### config.mk
export PLATFORM = sky130hd
export DESIGN_NAME = tilelink_ad_arbiter
export DESIGN_NICKNAME = d
export VERILOG_FILES = /design/src/rtl/tilelink_ad_arbiter.sv
export SDC_FILE = /design/constraint.sdc
export NUM_CORES = 1
export LEC_CHECK = 0
export ABC_CLOCK_PERIOD_IN_PS = 3100
export BUFFER_PORTS_ARGS = -buffer_cell sky130_fd_sc_hd__buf_2
export CORE_AREA = 10 10 142 144
export DETAILED_ROUTE_END_ITERATION = 8
export DIE_AREA = 0 0 152 154
export SETUP_SLACK_MARGIN = 0.3
export SLEW_MARGIN = 15
export SYNTH_ARGS = -nofsm -noshare
export SYNTH_HDL_FRONTEND = slang
export SYNTH_SLANG_ARGS = --single-unit
### constraint.sdc
create_clock -name clock -period 3.1 [get_ports clock]
set_clock_uncertainty 0.1 [all_clocks]
set_input_delay 0.465 -clock clock [delete_from_list [all_inputs] [get_ports clock]]
set_output_delay 0.465 -clock clock [all_outputs]
set_load 0.05 [all_outputs]
### src/rtl/tilelink_ad_arbiter.sv
// Two-master TileLink-UL A/D arbiter: round-robin grant in IDLE, one transaction
// outstanding downstream, multi-beat Put bursts on A and multi-beat responses on D.
module tilelink_ad_arbiter #(
  parameter int XLEN       = 32,
  parameter int BEAT_BYTES = XLEN / 8
) (
  input  logic                  clock,
  input  logic                  reset,
  // master 0
  input  logic                  m0_a_valid,
  output logic                  m0_a_ready,
  input  logic [2:0]            m0_a_bits_opcode,
  input  logic [2:0]            m0_a_bits_param,
  input  logic [3:0]            m0_a_bits_size,
  input  logic                  m0_a_bits_source,
  input  logic [31:0]           m0_a_bits_address,
  input  logic [BEAT_BYTES-1:0] m0_a_bits_mask,
  input  logic [XLEN-1:0]       m0_a_bits_data,
  input  logic                  m0_d_ready,
  output logic                  m0_d_valid,
  output logic [2:0]            m0_d_bits_opcode,
  output logic [1:0]            m0_d_bits_param,
  output logic [3:0]            m0_d_bits_size,
  output logic                  m0_d_bits_source,
  output logic                  m0_d_bits_sink,
  output logic [XLEN-1:0]       m0_d_bits_data,
  output logic                  m0_d_bits_error,
  // master 1
  input  logic                  m1_a_valid,
  output logic                  m1_a_ready,
  input  logic [2:0]            m1_a_bits_opcode,
  input  logic [2:0]            m1_a_bits_param,
  input  logic [3:0]            m1_a_bits_size,
  input  logic                  m1_a_bits_source,
  input  logic [31:0]           m1_a_bits_address,
  input  logic [BEAT_BYTES-1:0] m1_a_bits_mask,
  input  logic [XLEN-1:0]       m1_a_bits_data,
  input  logic                  m1_d_ready,
  output logic                  m1_d_valid,
  output logic [2:0]            m1_d_bits_opcode,
  output logic [1:0]            m1_d_bits_param,
  output logic [3:0]            m1_d_bits_size,
  output logic                  m1_d_bits_source,
  output logic                  m1_d_bits_sink,
  output logic [XLEN-1:0]       m1_d_bits_data,
  output logic                  m1_d_bits_error,
  // shared downstream
  output logic                  s_a_valid,
  input  logic                  s_a_ready,
  output logic [2:0]            s_a_bits_opcode,
  output logic [2:0]            s_a_bits_param,
  output logic [3:0]            s_a_bits_size,
  output logic                  s_a_bits_source,
  output logic [31:0]           s_a_bits_address,
  output logic [BEAT_BYTES-1:0] s_a_bits_mask,
  output logic [XLEN-1:0]       s_a_bits_data,
  input  logic                  s_d_valid,
  output logic                  s_d_ready,
  input  logic [2:0]            s_d_bits_opcode,
  input  logic [1:0]            s_d_bits_param,
  input  logic [3:0]            s_d_bits_size,
  input  logic                  s_d_bits_source,
  input  logic                  s_d_bits_sink,
  input  logic [XLEN-1:0]       s_d_bits_data,
  input  logic                  s_d_bits_error,
  // status
  output logic                  busy,
  output logic                  owner
);

  localparam logic [1:0] IDLE    = 2'd0;
  localparam logic [1:0] A_BURST = 2'd1;
  localparam logic [1:0] D_WAIT  = 2'd2;

  // Beats spanned by a 2^size transfer; sizes above 8 saturate rather than wrap.
  function automatic logic [8:0] span_beats(input logic [3:0] size);
    logic [3:0] sz;
    logic [9:0] n;
    sz = (size > 4'd8) ? 4'd8 : size;
    n  = (10'd1 << sz) / 10'(BEAT_BYTES);
    return (n == 10'd0) ? 9'd1 : n[8:0];
  endfunction

  // Only PutFull/PutPartial carry data on A.
  function automatic logic [8:0] a_beats(input logic [2:0] op, input logic [3:0] size);
    return (op == 3'd0 || op == 3'd1) ? span_beats(size) : 9'd1;
  endfunction

  // Get, Arithmetic and Logical return data on D.
  function automatic logic [8:0] d_beats(input logic [2:0] op, input logic [3:0] size);
    return (op == 3'd2 || op == 3'd3 || op == 3'd4) ? span_beats(size) : 9'd1;
  endfunction

  logic [1:0] state_q, state_d;
  logic       last_grant_q, last_grant_d;
  logic       owner_q, owner_d;
  logic [2:0] opcode_q, opcode_d;
  logic [3:0] size_q, size_d;
  logic       src_q, src_d;
  logic [8:0] a_cnt_q, a_cnt_d;
  logic [8:0] d_cnt_q, d_cnt_d;

  logic winner, sel, sel_valid, sel_src, a_fire, d_fire;

  // Round-robin pick: on a tie the master that did not win last time gets the grant.
  always_comb begin
    if (m0_a_valid && m1_a_valid) winner = ~last_grant_q;
    else                          winner = m1_a_valid;
  end

  assign sel = (state_q == IDLE) ? winner : owner_q;

  // A-channel mux; downstream source is the master index, not the master's own source.
  always_comb begin
    if (sel) begin
      s_a_bits_opcode  = m1_a_bits_opcode;
      s_a_bits_param   = m1_a_bits_param;
      s_a_bits_size    = m1_a_bits_size;
      s_a_bits_address = m1_a_bits_address;
      s_a_bits_mask    = m1_a_bits_mask;
      s_a_bits_data    = m1_a_bits_data;
      sel_valid        = m1_a_valid;
      sel_src          = m1_a_bits_source;
    end else begin
      s_a_bits_opcode  = m0_a_bits_opcode;
      s_a_bits_param   = m0_a_bits_param;
      s_a_bits_size    = m0_a_bits_size;
      s_a_bits_address = m0_a_bits_address;
      s_a_bits_mask    = m0_a_bits_mask;
      s_a_bits_data    = m0_a_bits_data;
      sel_valid        = m0_a_valid;
      sel_src          = m0_a_bits_source;
    end
    s_a_bits_source = sel;
    s_a_valid       = 1'b0;
    m0_a_ready      = 1'b0;
    m1_a_ready      = 1'b0;
    // Handshakes are gated by reset so nothing leaks out while it is held low.
    if (reset && (state_q == IDLE || state_q == A_BURST)) begin
      s_a_valid  = sel_valid;
      m0_a_ready = ~sel & sel_valid & s_a_ready;
      m1_a_ready = sel & sel_valid & s_a_ready;
    end
  end

  // D-channel routing to the owner; stray downstream beats outside D_WAIT are dropped.
  always_comb begin
    s_d_ready  = 1'b0;
    m0_d_valid = 1'b0;
    m1_d_valid = 1'b0;
    if (state_q == D_WAIT) begin
      s_d_ready  = owner_q ? m1_d_ready : m0_d_ready;
      m0_d_valid = ~owner_q & s_d_valid;
      m1_d_valid = owner_q & s_d_valid;
    end
  end

  assign m0_d_bits_opcode = s_d_bits_opcode;
  assign m0_d_bits_param  = s_d_bits_param;
  assign m0_d_bits_size   = s_d_bits_size;
  assign m0_d_bits_source = src_q;
  assign m0_d_bits_sink   = s_d_bits_sink;
  assign m0_d_bits_data   = s_d_bits_data;
  assign m0_d_bits_error  = s_d_bits_error;
  assign m1_d_bits_opcode = s_d_bits_opcode;
  assign m1_d_bits_param  = s_d_bits_param;
  assign m1_d_bits_size   = s_d_bits_size;
  assign m1_d_bits_source = src_q;
  assign m1_d_bits_sink   = s_d_bits_sink;
  assign m1_d_bits_data   = s_d_bits_data;
  assign m1_d_bits_error  = s_d_bits_error;

  assign a_fire = s_a_valid & s_a_ready;
  assign d_fire = s_d_valid & s_d_ready;
  assign busy   = (state_q != IDLE);
  assign owner  = owner_q;

  // Transaction sequencing and beat counting.
  always_comb begin
    state_d      = state_q;
    last_grant_d = last_grant_q;
    owner_d      = owner_q;
    opcode_d     = opcode_q;
    size_d       = size_q;
    src_d        = src_q;
    a_cnt_d      = a_cnt_q;
    d_cnt_d      = d_cnt_q;
    case (state_q)
      IDLE: begin
        if (a_fire) begin
          owner_d      = sel;
          last_grant_d = sel;
          opcode_d     = s_a_bits_opcode;
          size_d       = s_a_bits_size;
          src_d        = sel_src;
          if (a_beats(s_a_bits_opcode, s_a_bits_size) > 9'd1) begin
            state_d = A_BURST;
            a_cnt_d = 9'd1;
          end else begin
            state_d = D_WAIT;
          end
        end
      end
      A_BURST: begin
        if (a_fire) begin
          if (a_cnt_q + 9'd1 == a_beats(opcode_q, size_q)) begin
            state_d = D_WAIT;
            a_cnt_d = 9'd0;
          end else begin
            a_cnt_d = a_cnt_q + 9'd1;
          end
        end
      end
      D_WAIT: begin
        if (d_fire) begin
          if (d_cnt_q + 9'd1 == d_beats(opcode_q, size_q)) begin
            state_d = IDLE;
            d_cnt_d = 9'd0;
          end else begin
            d_cnt_d = d_cnt_q + 9'd1;
          end
        end
      end
      default: state_d = IDLE;
    endcase
  end

  // State registers; reset abandons any transaction in flight.
  always_ff @(posedge clock or negedge reset) begin
    if (!reset) begin
      state_q      <= IDLE;
      last_grant_q <= 1'b1;
      owner_q      <= 1'b0;
      opcode_q     <= 3'd0;
      size_q       <= 4'd0;
      src_q        <= 1'b0;
      a_cnt_q      <= 9'd0;
      d_cnt_q      <= 9'd0;
    end else begin
      state_q      <= state_d;
      last_grant_q <= last_grant_d;
      owner_q      <= owner_d;
      opcode_q     <= opcode_d;
      size_q       <= size_d;
      src_q        <= src_d;
      a_cnt_q      <= a_cnt_d;
      d_cnt_q      <= d_cnt_d;
    end
  end

endmodule

# [Word level (Yosys, flattened, before mapping)]
# Index checks and enable logic that the tools add are counted.
[word_totals] ff_bits=30 output_inout_bits=175 wordCells=96 in_bits=210
[op_classes] n_bitwise=11 reduce_logical=18 shift=2 n_eq_ne=15 n_mux=37 magnitude_cmp=3 addsub=2
[ops] cell="$mux 32" n=2
[ops] cell="$mux 9" n=6
[ops] cell="$mux 8" n=4
[ops] cell="$logic_not 10->1" n=2
[ops] cell="$shl 1x4->10 const A" n=2
[ops] cell="$add 9x1->9 const B" n=2
[ops] cell="$pmux 9 s2" n=1
[ops] cell="$mux 4" n=4
[ops] cell="$mux 2" n=6
[ops] cell="$mux 1" n=11
[ops] cell="$eq 9x8->1" n=1
[ops] cell="$eq 9x9->1" n=1
[ops] cell="$and 1x1->1" n=8
[ops] cell="$gt 4x4->1 const B" n=2
[ops] cell="$gt 8x1->1 const B" n=1
[ops] cell="$eq 3x1->1 const B" n=2
[ops] cell="$eq 3x2->1 const B" n=2
[ops] cell="$logic_not 3->1" n=2
[ops] cell="$mux 3" n=2
[ops] cell="$ne 2x1->1 const B" n=3
[ops] cell="$ne 2x2->1 const B" n=3
[ops] cell="$pmux 2 s3" n=1
[ops] cell="$logic_or 1x1->1" n=5
[ops] cell="$reduce_and 5->1" n=1
[ops] cell="other kinds (9)" n=14

# [Logic depth before layout (Yosys ltp)]
# Gate-level depths: netlist of run 1.
[logic_depth] depth_word=14 mapped_depth=11 ltp_nobuf=8

# [Least setup slack after synthesis of run 1]
# No wires, ideal clock.
[synth_timing] kind="register to output" startpoint="reg state_q[0]" endpoint="out m0_a_ready" arrival_ps=2483 t_required_ps=2535 stages_incl_launch_ff=8 n_path_buf=3 path_slack_ps=52 path_cell_list="dfrtp_1 > buf_4 > nor2_1 > mux2i_1 > clkbuf_1 > buf_2 > inv_1 > nor2_1"
[synth_between] elab_chain_len=6 word_cells_on_any_way=10 cone_classes="1 x eq/ne; 3 x mux; 3 x bitwise; 3 x reduce/logical"
[synth_lines] item="start, declared" line="94" source="logic [1:0] state_q, state_d;"
[synth_lines] item="start signal, assigned" line="240" source="state_q <= state_d;"
[synth_lines] item="$logic_not 2->1 (*)" line="111" source="assign sel = (state_q == IDLE) ? winner : owner_q;"
[synth_lines] item="$mux 1 (*)" line="111"
[synth_lines] item="named net s_a_bits_source" line="53" source="output logic s_a_bits_source,"
[synth_lines] item="$mux 1 / $not 1->1 (equally long branches)" line="115, 141"
[synth_lines] item="$and 1x1->1 (*) (2 in a row)" line="141" source="m0_a_ready = ~sel & sel_valid & s_a_ready;"
[synth_lines] item="$mux 1 (*)" line="139" source="if (reset && (state_q == IDLE || state_q == A_BURST)) begin"
[synth_lines] item="end, declared" line="11" source="output logic m0_a_ready,"
# The timed path passes the listed nets; every way through them passes the cells marked *.

# [Worst setup path in the final report of run 1]
[layout_timing] startpoint="reg state_q[1]" endpoint="out s_a_bits_address[23]"
[layout_between] elab_chain_len=3
[layout_lines] item="$logic_not 2->1" line="111"
[layout_lines] item="$mux 1" line="111"
[layout_lines] item="$mux 32" line="115" source="if (sel) begin"
[layout_lines] item="end, declared" line="54" source="output logic [31:0] s_a_bits_address,"
# Every way passes these cells.

==> results.yml, run 1 <==
run_status:
  status: "completed"
detailed_routing:
  first_iter_violations: 152
  detail-route-antenna-nets: 0
  avgRoutedWirePerCell_um: 19.40
  drc: 0
  vias_per_cell: 4.474
  drtPass1Iterations: 4
  vias: 3633
  wl_um: 15750
floorplanning:
  start_util_pct: 22.07
  core_area_um2: 17180
  fp.dieArea_um2: 23410
  num_rows: 48
  num_io_pins: 385
  dieHeight_um: 154
  die_w_um: 152
synth:
  synth_seq_cells: 30
  async_reset_ff_share_pct: 100.0
  yosysUniqueCellTypes: 64
  syn_inst: 419
  synth_flop_cell: "dfrtp_1"
  synth_edf_count: 0
  ys_seq_area_share_pct: 19.83
  yosysWarnings: 0
  syn_area_um2: 3791
  syn-num-nets: 631
  synth_area_per_cell_um2: 9.048
clock_tree:
  numCtsBuffers: 5
  cts-root-buf: "clkbuf_16"
  holdBufCountCts: 0
  clk_pin_slew_ns: 0.06
  htreeDepth: 2
  cts_tree: "built"
  clkSinkCount: 30
  cts.path.max_buffers: 2
  insertion_delay_ns: 0.28
worst_setup_path:
  critPathArrivalTime_ns: 2.12
  critPathMaxFanout: 13
  r2r_setup_slack_ns: 0.50
  start_kind: "flop"
  cp-end-kind: "primary output"
  criticalPathCategory: "flop to primary output"
  crit_required_ns: 2.53
sta:
  finalCritPeriodShare_pct: 86.62
  fmaxAchievable_mhz: 372.4
  tns_ns: 0
  finalSetupViolCount: 0
  period_needed_ns: 2.685
  rsz0062_at_grt: "no"
  fin_hold_ws_ns: 0.1496
  slew_headroom_pct: 70.15
  slew_viol_final: 0
  fin_ws_ns: 0.4149
  final-hold-violation-count: 0
  worst_pin_slew_ns: 0.4478
place:
  io_buffer_count: 254
  dp_cells: 802
  preCtsSetupSlack_ns: 0.3023
  place_congestion: 0.8599
  placed_area_um2: 4703
  dpl.hpwl_um: 13850
final_layout:
  nFillCells: 1863
  fin_nets: 798
  drive_above_1_share_pct: 65.25
  fin_util_pct: 28.59
  layout.cells.non_filler: 812
  area_delta_synth_final_pct: 29.54
  design_area_um2: 4911
  antenna_cells: 0
global_route:
  grt_antenna_before_repair: 1
  grt_max_degree: 31
  globalRoute.totalOverflow: 0
  grtUsageTotal_pct: 12.73
  grt_pass1_vias: 3950
  grt_pass1_wl_um: 23650
pwr:
  worst_ir_drop_vdd_mv: 0.6054
  p_leak_nw: 2.324
  powerDensity_nw_per_um2: 1064
  finalPower_mw: 5.225
flow_run:
  cap_violations: 0
hold_path:
  hold_path_class: "input pin to async pin"
## cell usage after synthesis, types with 2 or more instances
| master | instances | area [um2] |
|---|---|---|
| o41ai_1 | 4 | 35.03 |
| a21boi_0 | 2 | 15.01 |
| o21ai_0 | 13 | 65.06 |
| nor3_1 | 10 | 50.05 |
| a211oi_1 | 4 | 30.03 |
| xor2_1 | 4 | 35.03 |
| nor3b_1 | 4 | 30.03 |
| o21ai_1 | 3 | 15.01 |
| xnor2_1 | 8 | 70.07 |
| or3_1 | 5 | 31.28 |
| nand4_1 | 2 | 12.51 |
| mux2_2 | 87 | 979.7 |
| nor2_1 | 20 | 75.07 |
| nand2b_1 | 5 | 31.28 |
| xnor3_1 | 2 | 45.04 |
| nor4_1 | 2 | 12.51 |
| o31ai_1 | 6 | 45.04 |
| o32a_1 | 2 | 20.02 |
| buf_4 | 89 | 668.1 |
| nand3b_1 | 2 | 15.01 |
| a2bb2oi_2 | 2 | 30.03 |
| buf_2 | 16 | 80.08 |
| nand2_1 | 23 | 86.33 |
| or4_1 | 2 | 15.01 |
| a21oi_1 | 7 | 35.03 |
| clkbuf_1 | 3 | 11.26 |
| and3_1 | 2 | 12.51 |
| nor2b_1 | 2 | 12.51 |
| a21o_1 | 4 | 30.03 |
| mux2i_1 | 5 | 50.05 |
| dfrtp_1 | 29 | 725.7 |
| nand3_1 | 11 | 55.05 |
| inv_1 | 7 | 26.28 |
| ha_1 | 2 | 25.02 |
## what timing repair did
item | 4_1_cts | 5_1_grt
endpoints found under the setup margin | 79 | 31
buffers inserted | 2 | 0
gates resized for setup | 1 | 3
## critical path: stages (launching register included)
cell and delay [ns]:
dfrtp_1 0.44, nor2_4 0.17, mux2i_4 0.26, buf_12 0.16, buf_4 0.21, mux2_2 0.38, buf_2 0.22
## kinds of logic after synthesis
family	count (synthesis)	synth area share [%]
AO/OA/AOI/OAI	61	12.01
XOR/XNOR	14	3.960
adder cells (fa/ha/maj)	2	0.6600
buffers and inverters	117	21.12
flip-flops	30	19.84
multiplexers	92	27.16
AND/OR/NAND/NOR	103	15.25
## power by group
part	switching, mW	total (mW)	internal [mW]	leakage, nW
Sequential	0.212	0.730	0.518	0.382
Combinational	2.58	3.93	1.36	1.87
Clock	0.185	0.563	0.378	0.0760
## area by class of cell
cell class	instances	area, um2	share of cell area [%]
Multi-Input combinational cell	272	2268	46.19
Tap cell	225	281.5	5.732
Clock buffer	5	125.1	2.548
Inverter	8	30.03	0.6115
Timing Repair Buffer	269	1409	28.69
Clock inverter	3	45.04	0.9172
Sequential cell	30	752.0	15.31
## sequential cells by signal, indices dropped and copies added, names as in the netlist
signal / cells
owner: 1
a_cnt_q: 9
opcode_q: 3
state_q: 2
m0_d_bits_source: 1
last_grant_q: 1
size_q: 4
d_cnt_q: 9
## worst paths after layout
| kind | from | endpoint | cells past startpoint |
|---|---|---|---|
| worst max-delay path | state_q[1] | s_a_bits_address[23] | 6 |
| worst min-delay path | reset | state_q[1] | 2 |
| worst max register to register | d_cnt_q[0] | d_cnt_q[2] | 8 |
| worst min register to register | last_grant_q | last_grant_q | 2 |
| max in group asynchronous | reset | last_grant_q | 2 |
| min in group clock | m1_a_bits_source | m0_d_bits_source | 3 |
## per-layer routing
layer | vias up | global-route usage [%] | part of all wire [%]
li1 | 1746 | - | -
met1 | 1674 | 14.07 | 39
met2 | 179 | 20.69 | 47
met3 | 34 | 6.750 | 12
met4 | 0 | 3.943 | 2.0
met5 | - | 0 | 0
## cell usage in the layout, fill, tap and decap left out, drive strengths merged, types with 2 or more instances in the layout
cell and n:
nand2b 5, nor3 11, and2 2, a2bb2oi 2, a21o 4, o21ai 16, xor2 4, clkbuf 5
xnor3 2, nor4 3, and3 3, a21boi 2, nor2 20, nand4 2, clkinvlp 2, or3 5
nor3b 5, inv 8, ha 2, nand2 24, nand3b 2, mux2i 5, dfrtp 29, xnor2 8
or4 2, o21bai 3, o41ai 4, nand3 11, o31ai 6, a21oi 8, mux2 87, buf 269
nor2b 2, a211oi 4, o32a 2
Power figures use the tool's default switching activity.
==> run 2, diff against run 1 <==
ABC_AREA = 1   (was unset)
CORE_AREA = 10 10 143 145   (was 10 10 142 144)
DIE_AREA = 0 0 153 155   (was 0 0 152 154)
==> run 2 against run 1 <==
Compared with the run above:
- final cell count up 32%
- worst setup slack better by 0.12 ns
- critical endpoint is now s_a_bits_opcode[1]
- utilization up 0.60 points
- clock-buffer cell count up 1
- maximum frequency up 4.8%
- first-iteration DRC count up 6.6%
- via count up 24%
- register-to-register slack better by 0.36 ns
==> results.yml, run 2 <==
synth:
  ys_seq_area_share_pct: 19.97
  yosysWarnings: 0
  syn_area_um2: 3765
  yosysTopAreaCellShare_pct: 36.59
  async_reset_ff_share_pct: 100.0
  synth_seq_cells: 30
  yosysUniqueCellTypes: 30
  yosysTopAreaCell: "nand2_1"
  syn-num-nets: 894
  synth.most_common_cell: "nand2_1"
  synth_edf_count: 0
  syn_inst: 682
  synth_area_leaders: "nand2_1, dfrtp_1, buf_4"
  synth_flop_cell: "dfrtp_1"
  synth_commonest_cells: "nand2_1, buf_4, inv_1, nand3_1, nor2_1"
  synth_area_per_cell_um2: 5.520
sta:
  finalCritPeriodShare_pct: 82.68
  finalSetupViolCount: 0
  fmaxAchievable_mhz: 390.2
  worst_pin_slew_ns: 0.6990
  rsz0062_at_grt: "no"
  tns_ns: 0
  final-hold-violation-count: 0
  period_needed_ns: 2.563
  slew_headroom_pct: 53.23
  slew_viol_final: 0
detailed_routing:
  detail-route-antenna-nets: 0
  wl_um: 18830
  drtPass1Iterations: 4
  drc: 0
  wl_met2_um: 9108
  first_iter_violations: 162
  vias: 4516
  vias_per_cell: 4.217
  avgRoutedWirePerCell_um: 17.58
  m1WireLength_um: 6993
  top_layer: "met5"
  dr_wl_met3_um: 2540
place:
  dpl.hpwl_um: 16640
  place_congestion: 0.8497
  placed_area_um2: 5012
  io_buffer_count: 254
floorplanning:
  dieHeight_um: 155
  num_rows: 49
  num_io_pins: 385
  start_util_pct: 21.32
  fp.dieArea_um2: 23720
  core_area_um2: 17660
  die_w_um: 153
final_layout:
  fin_nets: 1053
  design_area_um2: 5155
  drive_above_1_share_pct: 34.20
  antenna_cells: 0
  top_regs: "a_cnt_q: 9 flops, d_cnt_q: 9 flops, size_q: 4 flops"
  area_delta_synth_final_pct: 36.92
  final_cell_mix: "nand2_1, buf_2, inv_1"
  mostFrequentLayoutCell: "nand2_1"
worst_setup_path:
  cp-end-kind: "primary output"
  crit_required_ns: 2.53
  critPathMaxFanout: 33
  path_common_cell: "nand2_1"
  startpoint: "state_q[0]"
  timing.rr.start: "a_cnt_q[0]"
  path_cells: "nor2_4, inv_2, nand2_1, nand2_2, inv_2, buf_6, nand2_1, nand2_1, buf_2"
  slowest_stage: "dfrtp_1"
  start_kind: "flop"
  critPathArrivalTime_ns: 2.00
  criticalPathCategory: "flop to primary output"
  critPathMaxStageDelay_ns: 0.43
clock_tree:
  insertion_delay_ns: 0.28
  htreeDepth: 2
  clkSinkCount: 30
  cts_tree: "built"
  clk_pin_slew_ns: 0.05
  holdBufCountCts: 0
  cts.path.max_buffers: 2
  cts-root-buf: "clkbuf_16"
  numCtsBuffers: 5
pwr:
  powerDensity_nw_per_um2: 1229
  worst_ir_drop_vdd_mv: 0.9668
  p_leak_nw: 3.087
hold_path:
  hold_path_class: "input pin to async pin"
global_route:
  grtUsageTotal_pct: 14.99
  grt_max_degree: 76
  grt_pass1_vias: 4572
  grt_antenna_before_repair: 1
  globalRoute.totalOverflow: 0
  grt_pass1_wl_um: 27920
run_status:
  status: "completed"
flow_run:
  cap_violations: 0
==> run 2: cell types whose count changed after synthesis, sizes merged, moves of 6 or more <==
cell and change:
inv +42, a21oi -6, mux2 -87, xnor2 -6, nand3 +24, nand2 +349, clkbuf +13, buf -15
nor2 +17
==> run 2: layout make-up <==
| class | instances | area, um2 |
|---|---|---|
| clock inverter | 2 | 10.01 |
| clock buffer | 6 | 128.9 |
| timing repair buffer | 259 | 1713 |
| multi-input combinational | 494 | 2073 |
| sequential | 30 | 752.0 |
| inverter | 51 | 191.4 |
| tap | 229 | 286.5 |
| fill | 1980 | 12500 |
==> run 2: through the flow <==
step           hold slack (ns)  power (mW)  setup slack, ns  utilization (%)  cells
5_1_grt                 0.1714       6.746           0.3609            29.20   1071
6_report                0.1302       6.335           0.5371            29.20   1071
4_1_cts                 0.1434       6.444           0.4237            29.17   1071
3_5_place_dp            0.3730       5.965           0.7305            28.39   1063
3_3_place_gp            0.3657       5.937           0.7738            28.39   1063
2_1_floorplan          0.06941       4.299           0.3800                -    682
==> run 2: what timing repair did <==
item                       in CTS  in global routing
gates resized for setup         0                  1
setup buffers                   0                  0
setup endpoints to repair       0                  3
==> run 2: power breakdown <==
part / switching [mW] / internal, mW
logic: 3.78 / 1.48
registers: 0.118 / 0.493
clock network: 0.166 / 0.294
total: 4.07 / 2.27
==> run 2: path summary, 6_finish.rpt <==
path,to,slack [ns],cells after the start
setup reg to reg,state_q[0],0.86,14
max in group asynchronous,last_grant_q,2.45,2
min in group clock,last_grant_q,0.38,2
hold reg to reg,last_grant_q,0.38,2
setup / recovery,s_a_bits_opcode[1],0.54,9
hold / removal,a_cnt_q[2],0.13,2
==> run 2: per-layer routing <==
metal / up-vias / track usage (%)
met2: 270 / 25.61
met4: 2 / 1.998
met5: - / 1.078
met1: 1929 / 15.75
met3: 13 / 9.181
li1: 2302 / -
==> run 2: worst max-delay path: cells and delay by family, from the launching register on <==
| family | cells | cell delay, ns |
|---|---|---|
| flops | 1 | 0.43 |
| buf+inv | 4 | 0.71 |
| simple gates | 5 | 0.57 |
==> run 2: kinds of logic (layout without fill, tap and decap cells) <==
group | Yosys count | count (layout) | share of synthesized area, %
and+or+nand+nor | 462 | 462 | 49.48
buffers and inverters | 158 | 318 | 24.96
DFF | 30 | 30 | 19.97
AOI/OAI and AO/OA | 23 | 23 | 3.290
xor gates and xnor gates | 7 | 7 | 1.628
adders and majority gates | 2 | 2 | 0.6646
